**src/rtl/channel_arbiter.sv**
```systemverilog
// -----------------------------------------------------------------------------
// channel_arbiter
//
// Packet-granular round-robin arbiter that sits directly downstream of a bank
// of CH_NUM channel buffers. It watches each buffer's ctrl_ready / ctrl_eop,
// drives a one-hot ctrl_sel back to the buffers, and muxes the selected
// buffer's output stream onto one registered output bus. A granted packet is
// never interrupted: the grant is released only on that buffer's ctrl_eop
// (or, with ARB_TIMEOUT_EN, by the watchdog).
//
// Optional feature macro: ARB_TIMEOUT_EN
//   defined   : a watchdog counter runs while a grant is held. After
//               TIMEOUT_CYC cycles without ctrl_eop the grant is dropped and
//               o_timeout pulses for one cycle. No synthetic eop is emitted.
//   undefined : no counter, o_timeout tied to 0, a grant is held until eop.
//
// Ports
//   clock      in   system clock
//   reset      in   asynchronous, active-high reset
//   i_busy     in   downstream busy; blocks new grants only
//   ch_ready   in   [CH_NUM]   per-channel ctrl_ready (complete packet held)
//   ch_eop     in   [CH_NUM]   per-channel ctrl_eop (eop beat this cycle)
//   ch_sel     out  [CH_NUM]   one-hot grant to each buffer's ctrl_sel
//   ch_sop     in   [CH_NUM]   per-channel o_sop
//   ch_eop_d   in   [CH_NUM]   per-channel o_eop
//   ch_valid   in   [CH_NUM]   per-channel o_valid
//   ch_data    in   [CH_NUM*DATA_WIDTH] flattened o_data, ch i at i*DATA_WIDTH
//   ch_bytes   in   [CH_NUM*4] flattened o_bytes
//   ch_error   in   [CH_NUM]   per-channel o_error
//   o_sop/o_eop/o_valid/o_data/o_bytes/o_error  out  merged, registered beat
//   o_chan     out  [CH_WIDTH] source channel of the current beat
//   o_timeout  out  one-cycle watchdog pulse
// -----------------------------------------------------------------------------
//
// state | meaning
// ------+---------------------------------------------------------------------
// IDLE  | no grant; arbitrate among ready channels when downstream not busy
// XFER  | grant held on sel_idx; beats forwarded until ctrl_eop (or watchdog)
//
module channel_arbiter #(
  parameter int CH_NUM      = 4,
  parameter int DATA_WIDTH  = 128,
  parameter int CH_WIDTH    = $clog2(CH_NUM),
  parameter int TIMEOUT_CYC = 1024
) (
  input  logic                         clock,
  input  logic                         reset,
  input  logic                         i_busy,
  input  logic [CH_NUM-1:0]            ch_ready,
  input  logic [CH_NUM-1:0]            ch_eop,
  output logic [CH_NUM-1:0]            ch_sel,
  input  logic [CH_NUM-1:0]            ch_sop,
  input  logic [CH_NUM-1:0]            ch_eop_d,
  input  logic [CH_NUM-1:0]            ch_valid,
  input  logic [CH_NUM*DATA_WIDTH-1:0] ch_data,
  input  logic [CH_NUM*4-1:0]          ch_bytes,
  input  logic [CH_NUM-1:0]            ch_error,
  output logic                         o_sop,
  output logic                         o_eop,
  output logic                         o_valid,
  output logic [DATA_WIDTH-1:0]        o_data,
  output logic [3:0]                   o_bytes,
  output logic                         o_error,
  output logic [CH_WIDTH-1:0]          o_chan,
  output logic                         o_timeout
);

  // Elaboration-time parameter sanity checks.
  if (CH_NUM < 2 || CH_NUM > 16) begin : g_bad_ch_num
    $error("channel_arbiter: CH_NUM must be in 2..16");
  end
  if (TIMEOUT_CYC < 1) begin : g_bad_timeout
    $error("channel_arbiter: TIMEOUT_CYC must be at least 1");
  end

  typedef enum logic {
    IDLE = 1'b0,
    XFER = 1'b1
  } state_t;

  state_t              state;
  logic [CH_WIDTH-1:0] ptr;       // last channel served
  logic [CH_WIDTH-1:0] sel_idx;   // channel currently granted
  logic [CH_WIDTH-1:0] win_idx;
  logic [CH_WIDTH-1:0] cand_idx;
  logic                win_found;

  logic                  sel_sop;
  logic                  sel_eop_d;
  logic                  sel_valid;
  logic                  sel_error;
  logic                  sel_eop;
  logic [DATA_WIDTH-1:0] sel_data;
  logic [3:0]            sel_bytes;

  // Round-robin search: start one past the last served channel and wrap, so
  // the first ready channel found is the winner.
  always_comb begin
    win_found = 1'b0;
    win_idx   = '0;
    cand_idx  = '0;
    for (int k = 1; k <= CH_NUM; k++) begin
      cand_idx = CH_WIDTH'((int'(ptr) + k) % CH_NUM);
      if (!win_found && ch_ready[cand_idx]) begin
        win_found = 1'b1;
        win_idx   = cand_idx;
      end
    end
  end

  // Source mux for the granted channel, built from constant slices.
  always_comb begin
    sel_sop   = 1'b0;
    sel_eop_d = 1'b0;
    sel_valid = 1'b0;
    sel_error = 1'b0;
    sel_eop   = 1'b0;
    sel_data  = '0;
    sel_bytes = '0;
    for (int i = 0; i < CH_NUM; i++) begin
      if (sel_idx == CH_WIDTH'(i)) begin
        sel_sop   = ch_sop[i];
        sel_eop_d = ch_eop_d[i];
        sel_valid = ch_valid[i];
        sel_error = ch_error[i];
        sel_eop   = ch_eop[i];
        sel_data  = ch_data[i*DATA_WIDTH +: DATA_WIDTH];
        sel_bytes = ch_bytes[i*4 +: 4];
      end
    end
  end

`ifdef ARB_TIMEOUT_EN
  localparam int TW = $clog2(TIMEOUT_CYC + 1);

  logic [TW-1:0] to_cnt;
  logic          to_hit;

  // The counter is 0 on the first XFER cycle, so hitting TIMEOUT_CYC-1 means
  // the grant has been held for TIMEOUT_CYC cycles when the release edge comes.
  assign to_hit = (to_cnt == TW'(TIMEOUT_CYC - 1));
`else
  assign o_timeout = 1'b0;
`endif

  always_ff @(posedge clock or posedge reset) begin
    if (reset) begin
      state   <= IDLE;
      ptr     <= CH_WIDTH'(CH_NUM - 1);
      sel_idx <= '0;
      ch_sel  <= '0;
      o_sop   <= 1'b0;
      o_eop   <= 1'b0;
      o_valid <= 1'b0;
      o_data  <= '0;
      o_bytes <= '0;
      o_error <= 1'b0;
      o_chan  <= '0;
`ifdef ARB_TIMEOUT_EN
      to_cnt    <= '0;
      o_timeout <= 1'b0;
`endif
    end else begin
`ifdef ARB_TIMEOUT_EN
      o_timeout <= 1'b0;
`endif
      case (state)
        IDLE: begin
          o_sop   <= 1'b0;
          o_eop   <= 1'b0;
          o_valid <= 1'b0;
          o_data  <= '0;
          o_bytes <= '0;
          o_error <= 1'b0;
          o_chan  <= '0;
          if (!i_busy && win_found) begin
            ch_sel  <= {{(CH_NUM-1){1'b0}}, 1'b1} << win_idx;
            sel_idx <= win_idx;
            state   <= XFER;
`ifdef ARB_TIMEOUT_EN
            to_cnt  <= '0;
`endif
          end else begin
            ch_sel <= '0;
          end
        end

        XFER: begin
          // Forward the granted channel's beat with one cycle of latency; the
          // eop beat is still forwarded on the edge that drops the grant.
          o_sop   <= sel_sop;
          o_eop   <= sel_eop_d;
          o_valid <= sel_valid;
          o_data  <= sel_data;
          o_bytes <= sel_bytes;
          o_error <= sel_error;
          o_chan  <= sel_idx;
          if (sel_eop) begin
            ch_sel <= '0;
            ptr    <= sel_idx;
            state  <= IDLE;
          end
`ifdef ARB_TIMEOUT_EN
          else if (to_hit) begin
            ch_sel    <= '0;
            ptr       <= sel_idx;
            state     <= IDLE;
            o_timeout <= 1'b1;
          end else begin
            to_cnt <= to_cnt + 1'b1;
          end
`endif
        end

        default: begin
          ch_sel <= '0;
          state  <= IDLE;
        end
      endcase
    end
  end

endmodule
```
**config.mk**
```make
export PLATFORM = sky130hd
export DESIGN_NAME = channel_arbiter
export DESIGN_NICKNAME = d
export VERILOG_FILES = /design/src/rtl/channel_arbiter.sv
export SDC_FILE = /design/constraint.sdc
export NUM_CORES = 1
export LEC_CHECK = 0
export CAP_MARGIN = 20
export CORE_AREA = 4 4 271 273
export DETAILED_ROUTE_END_ITERATION = 10
export DIE_AREA = 0 0 275 277
export HOLD_SLACK_MARGIN = 0.06
export SYNTH_ARGS = -nofsm -noshare
export SYNTH_HDL_FRONTEND = slang
export SYNTH_SLANG_ARGS = --single-unit
```
**constraint.sdc**
```tcl
create_clock -name clock -period 5.5 [get_ports clock]
set_input_delay 1.1 -clock clock [delete_from_list [all_inputs] [get_ports clock]]
set_output_delay 1.1 -clock clock [all_outputs]
set_load 0.01 [all_outputs]
```
[Word-level counts from Yosys, hierarchy flattened]
Index checks and enable logic that the tools add are counted.
Widths: inputs -> output; s select.
Operators by class
  add/sub/neg operators: 4
  order comparisons: 4
  equality and inequality tests: 4
  shift operators: 1
  muxes and demuxes: 57
  bitwise operators: 1
  reductions and logical operators: 11
Operator list (count)
  $mux 128: 4
  $pmux 128 s2: 1
  $mux 1: 30
  $mux 4: 6
  $pmux 4 s2: 2
  $lt 2x3->1 const B: 4
  $pmux 1 s2: 5
  $bmux 1 s2: 4
  $mux 2: 4
  $add 2x1->2 const B: 2
  $add 2x2->2 const B: 2
  $eq 2x2->1 const B: 2
  $logic_and 1x1->1: 4
  $logic_not 1->1: 4
  $pmux 2 s2: 1
  $reduce_and 2->1: 2
  $shl 1x2->4 const A: 1
  $eq 2x1->1 const B: 1
  $logic_not 2->1: 1
  $ne 2x1->1 const B: 1
  $not 1->1: 1
Word-level totals
  register bits: 147
  input port bits: 555
  output and inout bits: 143

[Depth between registers and ports, before layout]
Gate-level depths: netlist of the first run.
  word-level depth: 16
  depth in mapped cells: 5

[Worst setup path after synthesis of the first run]
OpenSTA, ideal clock, no wires.
  path kind: input to register
  start point: input ch_eop[3]
  end point: register ptr[0]
  data arrival time: 1996 ps
  slack: 3422 ps
  cell stages on the path: 3
  buffers on the path: 0
  path through: mux4_2 nand2_1 mux2_2
Between the ends
  longest elaborated chain between the ends: 2
Ends and longest elaborated chain
  start: declaration: RTL line 50  | input logic [CH_NUM-1:0] ch_eop,
  $mux 1: RTL line 121  | if (sel_idx == CH_WIDTH'(i)) begin
  $reduce_and 2->1 (no line)
  end signal: assignment: RTL line 149  | ptr <= CH_WIDTH'(CH_NUM - 1);
  end signal: assignment: RTL line 200  | ptr <= sel_idx;
  end: declaration: RTL line 82  | logic [CH_WIDTH-1:0] ptr;
Every way passes these cells.
A chain may end at the register's enable or synchronous reset.

[Worst setup path after layout of the first run]
  start point: register o_data[24]
  end point: output o_data[24]
RTL lines
  start: declaration: RTL line 61  | output logic [DATA_WIDTH-1:0] o_data,
  start signal: assignment: RTL line 194  | o_data <= sel_data;
No word-level cell between the ends.

==> flow_results.org, run 1 <==
** Die
- Number of primary I/O pins :: roughly 700
- The region available for standard cell placement spans 0.0711 mm^2.
- From left edge to right edge, the die measures 275 um.
- The floorplan step defined a die boundary enclosing 0.0762 mm^2.
- After floorplanning, the core was divided into approximately 100 placement rows.
- Die Y-Extent :: 277 um
- Effective utilization at floorplan :: 11.5%

** Layout
- The library cell used most frequently in the layout, excluding fill and tap cells, is sky130_fd_sc_hd__clkdlybuf4s50_1.
- Cells with a size suffix above 1 make up 15.6% of the layout.
- At the end of the flow, the number of nets in the layout was 1731.
- Area Growth Syn to Fin :: 105%
- The finished cells cover 0.0167 mm^2.
- In the layout the commonest cells are 696 x sky130_fd_sc_hd__clkdlybuf4s50_1, 142 x sky130_fd_sc_hd__dfrtp_1, 138 x sky130_fd_sc_hd__and2_1, 137 x sky130_fd_sc_hd__mux4_2, 17 x sky130_fd_sc_hd__clkbuf_16.

** Critical path
- The slowest stage of the critical path is the sky130_fd_sc_hd__clkdlybuf4s50_1 cell.
- STA classifies the critical path startpoint as a register.
- Critical Path AT :: 1.61 ns
- Sequence of cells on the critical path :: clkdlybuf4s50_1
- Combined buffer and inverter count along the critical path :: 1
- Broken down by cell family, the worst path's largest delay share belongs to buffers and inverters.
- Startpoint-to-endpoint class of the critical path :: reg -> out
- Worst Path Max Fanout :: 1
- Required arrival time at the worst endpoint :: about 4.4 ns
- Slowest stage delay, CP :: 0.64 ns
- Type of element capturing the critical path :: output port

** Routing
- Via count normalized by instance count :: between 3 and 4
- Final WL :: around 46000 um
- Vias :: 7567
- Number of DRC violations after detailed routing :: 0
- For this block, the initial DRC count from the detailed router was 271.
- The pre-antenna-repair detailed-routing pass consisted of 4 iterations.
- ANT nets after route :: 0
- Mean routed wirelength per cell :: about 22 um

** Timing
- Number of pins with negative max-slew slack in the final report :: 0
- The worst path in the final design needs a cycle of 2.71 ns, including I/O delays and setup.
- Setup repair after global routing left no endpoint under its margin.
- On the final layout, the worst clock skew is ~0.008 ns.
- The worst pin sits at a relative slew slack of 50.2%.
- Setup violations remaining at the end of the flow were counted as 0.
- In the finished design, the share of the clock period the worst path needs comes to 49.3%.
- Sum Neg Setup Slack :: 0 ns
- The number of endpoints with negative hold slack in the final report was 0.
- Worst Tran Pin Value :: 0.748 ns
- For this run, the top clock speed supported by timing is approximately 370 MHz.

** Power and ir drop
- For this design the static power due to leakage is 6.27 nW.
- Dividing total power by cell area gives a power density of 426 mW/mm^2.
- Total power draw :: 7.14 mW
- Across the VDD grid, the largest voltage drop is 0.281 mV.

** CTS
- Total of hold buffers inserted after clock tree synthesis :: 0
- The number of gates resized after CTS was 0.
- Number of H-tree branching levels :: 4
- In this run the deepest clock path goes through 2 buffers.
- The clock net in this run drives a total of about 150 sinks.
- TritonCTS built the clock tree.
- In this run the post-CTS setup repair buffer count came out at 0.
- The cell sitting at the root of the clock tree is a sky130_fd_sc_hd__clkbuf_16.
- Source-to-sink clock delay at the later pin of the worst-skew pair :: 0.47 ns
- Total CTS buffers :: 17
- After clock tree synthesis, the clock-pin slew on the worst setup and hold paths is 0.07 ns.

** Logic synthesis
- Register bit count reported by yosys :: roughly 150
- A synthesized cell averages 16.3 um^2.
- The netlist uses 27 different library cells.
- The mapped netlist covers 0.00819 mm^2.
- Nets in the synthesized netlist :: 1058
- Yosys warnings :: 0
- Synthesized instance count :: between 500 and 600
- Summing the sequential cell areas from Yosys gives 45.0% of the chip area.

** Outcome
- The run finished with clean final reports.

** Global routing
- The number of global-route vias before repair is 8592.
- First-pass GRT wire length :: 62700 um
- In the global route stage, met2 resource usage came out at 19.7%.
- met2 is the most crowded layer.
- Global routing consumed, on the met3 layer, approximately 5.2% of the routing resources.
- Entering global routing, the biggest net connects 85 pins.
- Global routing used between 10% and 20% of the available met1 tracks.
- The initial antenna violation count is 14.
- Congestion Overflow GR :: 0
- Global routing used 11.8% of the available tracks across all layers.

** Placement
- # port buffers :: 696
- The wire-length estimate of the detail-placed layout is 38300 um.
- Cell area after placement :: 0.0161 mm^2
- Routability-driven placement congestion ratio :: 0.989

** Hold path
- Worst hold-check path type :: reg -> reg

** Flow run
- Max-cap viol count :: 0
worst paths after layout:
path	start	end	slack, ns	cells after the start
max reg2reg	state	sel_idx[0]	3.22	3
max in group asynchronous	reset	o_data[44]	3.35	3
min	ch_sel[2]	ch_sel[2]	0.52	2
min in group asynchronous	reset	o_data[106]	1.08	2
min reg2reg	ch_sel[2]	ch_sel[2]	0.52	2
max	o_data[24]	o_data[24]	2.79	1
routing by layer:
| metal | vias to the layer above | wire [um] |
|---|---|---|
| met4 | 8 | 1630 |
| li1 | 3259 | - |
| met5 | - | 55 |
| met3 | 76 | 5110 |
| met1 | 3767 | 17200 |
| met2 | 457 | 22500 |
state kept, by name (all words and copies together), names as in the netlist:
signal / flops
ptr: 2
o_error: 1
sel_idx: 2
o_eop: 1
o_sop: 1
state: 1
ch_sel: 4
o_valid: 1
o_chan: 2
o_data: 128
o_bytes: 4
where the power goes:
group / switching [mW] / internal, mW / total (mW)
Sequential: 0.337 / 1.59 / 1.93
Combinational: 1.54 / 2.34 / 3.88
Clock: 0.557 / 0.777 / 1.33
Total: 2.44 / 4.70 / 7.14
through the flow:
stage	setup WS [ns]	instances	hold slack [ns]	util (%)
after global placement	2.82	2107	0.494	22.6
after floorplan	0.452	503	0.516	-
after CTS	2.64	2139	0.518	23.5
after global routing	2.59	2140	0.530	23.5
final	2.79	2141	0.516	23.6
after detailed placement	2.78	2107	0.490	22.6
cell families (layout without fill, tap and decap cells):
| family | after synthesis | in the layout | synth area share, % |
|---|---|---|---|
| and+or+nand+nor | 155 | 155 | 11.6 |
| DFF | 147 | 147 | 45.0 |
| muxes | 141 | 141 | 38.2 |
| buffers and inverters | 50 | 736 | 4.36 |
| AOI/OAI and AO/OA | 9 | 9 | 0.810 |
| other | 1 | 3 | 0.0458 |
synth_stat cells (all sizes together):
cell      n  area, um^2
nor2      3        11.3
o221ai    1        8.76
clkbuf   18        67.6
dfstp     2        52.6
o21ai     1        5.00
mux2      3        33.8
buf      30         282
and2    138         863
nor2b     3        21.3
nand2     6        22.5
nand3b    1        7.51
o31ai     1        7.51
mux2i     1        10.0
a31oi     1        6.26
conb      1        3.75
a21o      1        7.51
nand2b    4        25.0
a22o      2        17.5
a211o     1        8.76
a21oi     1        5.00
dfrtp   145        3630
mux4    137        3090
inv       2        7.51
layout make-up:
cell class / instances / area [um^2]
diodes: 2 / 5.00
clock buffers: 18 / 439
well taps: 950 / 1190
repair buffers: 702 / 7060
clock inverters: 14 / 199
flip-flops and latches: 147 / 3690
multi-input cells: 306 / 4150
inverters: 2 / 12.5
fillers: 7431 / 54400
Power figures use the tool's default switching activity.
==> run 2: changes to the inputs <==
Clock period 5.5 ns to 2.6 ns, I/O delays scaled along.
==> run 2 against run 1 <==
Non-clock buffer count up 14; first-iteration DRC count up 23%; global-route usage down 0.31 points; die area unchanged; combinational power up 120%; count of clock-buffer cells in the layout up 1; worst hold slack worse by 0.027 ns; via count down 0.30%; register-to-register slack worse by 2.6 ns; worst setup slack worse by 2.3 ns; flip-flop and latch count unchanged; routed wire length down 2.8%; largest power group unchanged; highest routed layer unchanged.
==> flow_results.org, run 2 (same netlist as run 1, synthesis figures left out) <==
** CTS
- Total CTS buffers :: 17 (unchanged)
- The setup fix buffers added after clock tree synthesis was 0 (unchanged).
- The cts-stage hold buffer count is 0 (unchanged).
- Cell chosen for the clock root :: sky130_fd_sc_hd__clkbuf_16
- The quantity of gates resized following cts is 0 (unchanged).
- The number of buffers between clock root and the deepest sink came to 2 (unchanged).
- Clock slew seen by the registers of the worst setup and hold paths :: 0.07 ns (about the same)
- The clock latency on the worst-skew pair came to 0.48 ns (about the same).
- TritonCTS built the clock tree.
- The CTS sink count came to 147 (unchanged).
- The deepest level of the CTS H-tree came to 4 (unchanged).

** Layout
- Max reg flops :: 128 (unchanged)
- The library cell used most frequently in the layout, excluding fill and tap cells, is sky130_fd_sc_hd__clkdlybuf4s50_1.
- Register bank with the most flops :: o_data
- The largest registers in the layout are o_data (128), ch_sel (4), o_bytes (4).
- The final standard cell area without fillers is 0.0169 mm^2 (+1.1%).
- The final layout net count came to 1745 (+0.81%).
- Final cell count without fillers :: 2156 (+0.70%)
- The fraction of final layout cells sized beyond drive strength 1 was 16.5% (+0.98 points).
- Area Growth Syn to Fin :: 107%
- Final standard cell utilization of the core :: 23.8% (+0.25 points)
- In the layout the commonest cells are 696 x sky130_fd_sc_hd__clkdlybuf4s50_1, 142 x sky130_fd_sc_hd__dfrtp_1, 138 x sky130_fd_sc_hd__and2_1, 137 x sky130_fd_sc_hd__mux4_2, 17 x sky130_fd_sc_hd__clkbuf_16.

** Placement
- # port buffers :: 696 (unchanged)
- The post-detailed-placement cell area is 0.0163 mm^2 (+1.0%).
- Routability-driven placement congestion ratio :: 0.915 (-7.5%)
- The number of instances in the placed design was 2121 (+0.66%).
- Detailed Place HPWL :: 38000 um (-0.71%)

** Critical path
- Startpoint class of the critical path :: register
- CP top delay family :: buffers and inverters
- Traced cell by cell, the critical path runs through clkdlybuf4s50_1.
- The register-to-register path setup slack came to 0.66 ns (-2.56 ns).
- The data required time at the worst endpoint was 2.08 ns (-2.32 ns).
- By startpoint and endpoint, the worst setup path is classified as reg -> out.
- The largest fanout of any net on the critical path was 1 (unchanged).
- Critical Path AT :: 1.63 ns (+0.02 ns)
- The worst stage delay on the critical path was 0.64 ns (about the same).
- Type of element capturing the critical path :: output port
- For this design, the slowest cell found on the critical path is sky130_fd_sc_hd__clkdlybuf4s50_1.
- Combined buffer and inverter count along the critical path :: 1 (unchanged)

** Global routing
- First-pass GRT wire length :: 61400 um (-2.1%)
- Vias in the first global route :: 8656 (+0.74%)
- Maximum number of pins on one net before global-route repair :: 71 (-16%)
- The initial antenna violation count is 18 (+4).
- Congestion Overflow GR :: 0 (unchanged)
- The overall routing resource usage was 11.5% (-0.31 points).

** Power and ir drop
- The fraction of power consumed by combinational cells came to 55.8% (+1.5 points).
- The leakage power of the design is 6.37 nW (+1.5%).
- Sequential Power Share :: 25.5% (-1.5 points)
- Sw frac :: 32.9% (-1.2 points)
- The ratio of total power to cell area came to 896 mW/mm^2 (+110%).
- Max VDD drop :: 0.520 mV (+85%)
- Net Switching :: 5.00 mW (+100%)
- Clock share of power :: 18.7% (about the same)
- Internal power :: 10.2 mW (+120%)

** Routing
- The highest metal layer carrying signal wires in the routed design is met5.
- The number of vias in the routed layout came to 7544 (-0.30%).
- The number of nets still failing antenna checks after routing came to 0 (unchanged).
- The length of routed met2 wiring is 21600 um (-4.0%).
- The count of TritonRoute iterations in the first routing pass was 5 (+1).
- The wire length on met3 was 5370 um (+5.1%).
- The per-cell via count in the routed design was 3.50 (-1.0%).
- The detailed-route DRC error count is 0 (unchanged).
- Final WL :: 45200 um (-2.8%)
- Drt first-iter violations :: 333 (+23%)
- Mean routed wirelength per cell :: 21.0 um (-3.5%)
- Met1 Routed Length :: 16600 um (-3.7%)

** Timing
- Hold Worst Slack :: 0.489 ns (-0.0270 ns)
- Of the available clock period, the critical path in the final layout requires between 80% and 90%.
- Final setup skew :: 0.0117 ns (+0.00344 ns)
- The tightest slew margin relative to the limit was 61.8% (+12 points).
- The worst-margin pin slew came to 0.573 ns (-0.174 ns).
- Number of pins with negative max-slew slack in the final report :: 0 (unchanged)
- Time the final worst path needs with I/O delays and setup :: 2.15 ns
- Timing would allow up to 465 MHz.
- The number of endpoints with negative hold slack in the final report was 0 (unchanged).
- The sum of negative setup slack is 0 ns (unchanged).
- Setup repair after global routing left no endpoint under its margin.
- Setup-failing EPs final :: 0 (unchanged)

** Die
- The number of cell rows was 98 (unchanged).
- The core box area came to 0.0711 mm^2 (unchanged).
- The count of pins on the block boundary is 698 (unchanged).
- The effective utilization at floorplan was 11.5% (unchanged).
- The die height came to 277 um (unchanged).
- The full die area came to 0.0762 mm^2 (unchanged).
- The die boundary width is 275 um (unchanged).

** Outcome
- The flow ran to the end, and the final reports show no timing, DRC or antenna violations.

** Hold path
- The worst hold path belongs to the class reg -> reg.

** Flow run
- Max-cap viol count :: 0 (unchanged)
-- run 2: power by group through the flow --
stage	clock (mW)	sequential, mW	combinational (mW)
6_report	2.83	3.87	8.46
5_1_grt	3.05	4.01	9.06
4_1_cts	2.98	3.91	8.65
3_5_place_dp	0	3.93	8.63
3_3_place_gp	0	3.91	8.58
2_1_floorplan	0	4.27	4.13
-- run 2: area by class of cell --
cell class                 instances  area [um^2]
antenna                            3         7.51
clock buffer                      19          453
clock inverter                    13          195
fill                            7446        54200
inverter                           2         11.3
multi-input combinational        306         4150
sequential                       147         3690
tap                              950         1190
timing repair buffer             716         7230
-- run 2: final timing paths --
kind | from | to | depth (start not counted)
min in group asynchronous | reset | o_data[81] | 3
setup reg to reg | sel_idx[0] | o_data[86] | 4
hold reg to reg | ch_sel[0] | ch_sel[0] | 2
max in group asynchronous | reset | o_data[46] | 3
hold / removal | ch_sel[0] | ch_sel[0] | 2
setup / recovery | o_data[30] | o_data[30] | 1
-- run 2: through the flow --
stage	power [mW]	setup WS, ns
after global routing	16.1	0.335
after detailed placement	12.6	0.577
after floorplan	8.40	0.235
after CTS	15.5	0.352
after global placement	12.5	0.627
final	15.2	0.448
-- run 2: layer usage --
layer	up-vias	track usage, %
met1	3701	12.6
met3	69	5.59
met4	10	4.86
met2	477	19.0
li1	3287	-
met5	-	0
==> run 3: changes to the inputs <==
Clock period 2.6 ns to 1.8 ns, I/O delays scaled along.
==> run 3 against run 2 <==
Total power increased by 46%; final cell count up 1.7%; design area is 1.5% higher; clock skew is 0.0014 ns higher; global-route usage is 0.069 points higher; first-iteration DRC count down 4.2%; sequential share of layout area decreased by 0.30 points; worst hold slack worse by 0.11 ns; critical path depth did not move; critical endpoint is now o_data[15]; largest power group unchanged.
==> flow_results.org, run 3 (same netlist as run 1, synthesis figures left out) <==
** CTS
- CTS tree :: yes
- The number of buffers between clock root and the deepest sink came to 2 (unchanged).
- The cts-stage hold buffer count came to 0 (unchanged).
- Source-to-sink clock delay at the later pin of the worst-skew pair :: 0.47 ns (about the same)
- CTS Sinks :: 147 (unchanged)
- Cell chosen for the clock root :: sky130_fd_sc_hd__clkbuf_16
- The clock-pin slew of the registers on the worst-case setup and hold paths is 0.07 ns (about the same).
- Total CTS buffers :: 17 (unchanged)
- The deepest level of the CTS H-tree was 4 (unchanged).

** Critical path
- The worst stage delay on the critical path came to 0.59 ns (-0.05 ns).
- Worst reg-to-reg path cell count :: 4 (unchanged)
- The critical path goes through clkdlybuf4s50_1.
- Worst r2r src :: sel_idx[0]
- Startpoint class of the critical path :: register
- The register-to-register path setup slack came to 0.08 ns (-0.58 ns).
- The endpoint identified for the worst register-to-register timing path is o_data[86].
- The buffer and inverter count on the worst path came to 1 (unchanged).
- The largest fanout of any net on the critical path came to 1 (unchanged).
- The data arrival time of the critical path was 1.38 ns (-0.25 ns).
- STA classifies the critical path endpoint as an output port.
- Critical Path Slowest Stage Cell :: sky130_fd_sc_hd__clkdlybuf4s50_1
- The critical path is of the reg -> out type.
- The data required time at the worst endpoint came to 1.44 ns (-0.64 ns).
- CP top delay family :: buffers and inverters

** Power and ir drop
- Max VDD drop :: 0.731 mV (+41%)
- The leakage power of the design is 6.82 nW (+7.1%).
- The ratio of total power to cell area came to 1290 mW/mm^2 (+44%).
- Total power draw :: 22.1 mW (+46%)

** Layout
- Counting flops per register, the top entry is o_data.
- Leading cell type in the layout, fill and taps excluded :: sky130_fd_sc_hd__clkdlybuf4s50_1
- Leaving out fill and tap cells, the most frequent cells in the layout are 649 x sky130_fd_sc_hd__clkdlybuf4s50_1, 140 x sky130_fd_sc_hd__dfrtp_1, 138 x sky130_fd_sc_hd__and2_1, 137 x sky130_fd_sc_hd__mux4_2, 44 x sky130_fd_sc_hd__buf_4.
- The fraction of final layout cells sized beyond drive strength 1 is 19.0% (+2.4 points).
- The final layout net count was 1781 (+2.1%).
- The number of fill cells in the layout came to 7418 (-0.38%).
- Max reg flops :: 128 (unchanged)
- The largest registers in the layout are o_data (128), ch_sel (4), o_bytes (4).
- Area Growth Syn to Fin :: 110%

** Timing
- The sum of negative setup slack came to 0 ns (unchanged).
- Final setup skew :: 0.0131 ns (+0.00139 ns)
- The tightest hold margin was 0.374 ns (-0.114 ns).
- Final count of hold timing violations :: 0 (unchanged)
- Fmax achieved :: 576 MHz
- Final worst slack :: 0.0640 ns (-0.384 ns)
- Part of the cycle the worst path needs :: 96.4%
- After layout, the minimum clock period comes to 1.74 ns.
- Setup-failing EPs final :: 0 (unchanged)
- Number of pins with negative max-slew slack in the final report :: 0 (unchanged)
- Setup repair after global routing missed its margin :: false

** Die
- Standard-cell row count :: 98 (unchanged)
- Effective utilization at floorplan :: 11.5% (unchanged)
- Core region area :: 0.0711 mm^2 (unchanged)
- The die height was 277 um (unchanged).
- Floorplan die area :: 0.0762 mm^2 (unchanged)
- The die boundary width was 275 um (unchanged).
- Number of primary I/O pins :: 698 (unchanged)

** Outcome
- The flow ran to the end, and the final reports show no timing, DRC or antenna violations.

** Routing
- The count of TritonRoute iterations in the first routing pass was 4 (-1).
- Final WL :: 45600 um (+1.0%)
- Vias :: 7736 (+2.5%)
- The number of nets still failing antenna checks after routing was 0 (unchanged).
- Drt first-iter violations :: 319 (-4.2%)
- Mean routed wirelength per cell :: 20.8 um (-0.69%)
- Via count normalized by instance count :: 3.53 (+0.81%)
- The detailed-route DRC error count was 0 (unchanged).

** Global routing
- The number of global-route vias before repair is 8821 (+1.9%).
- GR Layer Usage met2 :: 19.2% (+0.11 points)
- After global routing, the most crowded layer is met2.
- Met1 Usage GRT :: 12.7% (+0.092 points)
- The overall routing resource usage came to 11.6% (+0.069 points).
- Congestion Overflow GR :: 0 (unchanged)
- Maximum number of pins on one net before global-route repair :: 91 (+28%)
- GR Layer Usage met3 :: 5.76% (+0.17 points)
- The global-route wire length before repair was 62000 um (+1.0%).
- Number of antenna violations at the first check in global routing :: 16 (-2)

** Placement
- The final weighted congestion in routability-driven placement is 0.924 (+0.88%).
- Post-Place Setup Slack :: -0.0173 ns (-0.594 ns)
- The port buffer count came to 696 (unchanged).
- The HPWL after detailed placement was 38800 um (+2.2%).

** Flow run
- The max capacitance violation total came to 0 (unchanged).

** Hold path
- The tightest min-delay check is of the in -> async type.
## run 3: stage by stage
stage / instance area (um^2) / std cells / util (%)
final: 17200 / 2193 / 24.2
after global routing: 17200 / 2190 / 24.1
after CTS: 17100 / 2181 / 24.0
after detailed placement: 16500 / 2149 / 23.2
after global placement: 16500 / 2149 / 23.2
after floorplan: 8190 / 503 / -
## run 3: timing repair
item                       CTS  global route
gates resized for setup     39            11
setup buffers                0             8
setup endpoints to repair   36            16
## run 3: metal layers
metal | part of all wire [%] | up-vias
met5 | 0.12 | -
met4 | 3.2 | 8
met3 | 12 | 57
met2 | 48 | 472
met1 | 37 | 3834
li1 | - | 3365
## run 3: layout make-up
class / count / area [um^2] / area share [%]
diodes: 4 / 10.0 / 0.0583
multi-input cells: 306 / 4150 / 24.2
repair buffers: 752 / 7520 / 43.8
inverters: 2 / 11.3 / 0.0656
clock inverters: 12 / 154 / 0.896
flip-flops and latches: 147 / 3690 / 21.5
well taps: 950 / 1190 / 6.92
clock buffers: 20 / 447 / 2.60
## run 3: where the power goes
| group | switching, mW | leakage (nW) | total (mW) | internal, mW |
|---|---|---|---|---|
| combinational | 5.08 | 4.61 | 12.7 | 7.66 |
| clock | 1.60 | 0.299 | 3.83 | 2.22 |
| sequential | 0.634 | 1.91 | 5.51 | 4.88 |
## run 3: worst max path at each step
stage | start | endpoint | cells after the start
floorplan | reset | ch_sel[0] | 1
global placement | ch_eop[2] | ptr[1] | 4
detailed placement | ch_eop[2] | ptr[0] | 4
CTS | o_data[123] | o_data[123] | 1
global route | o_data[58] | o_data[58] | 1
finish | o_data[15] | o_data[15] | 1
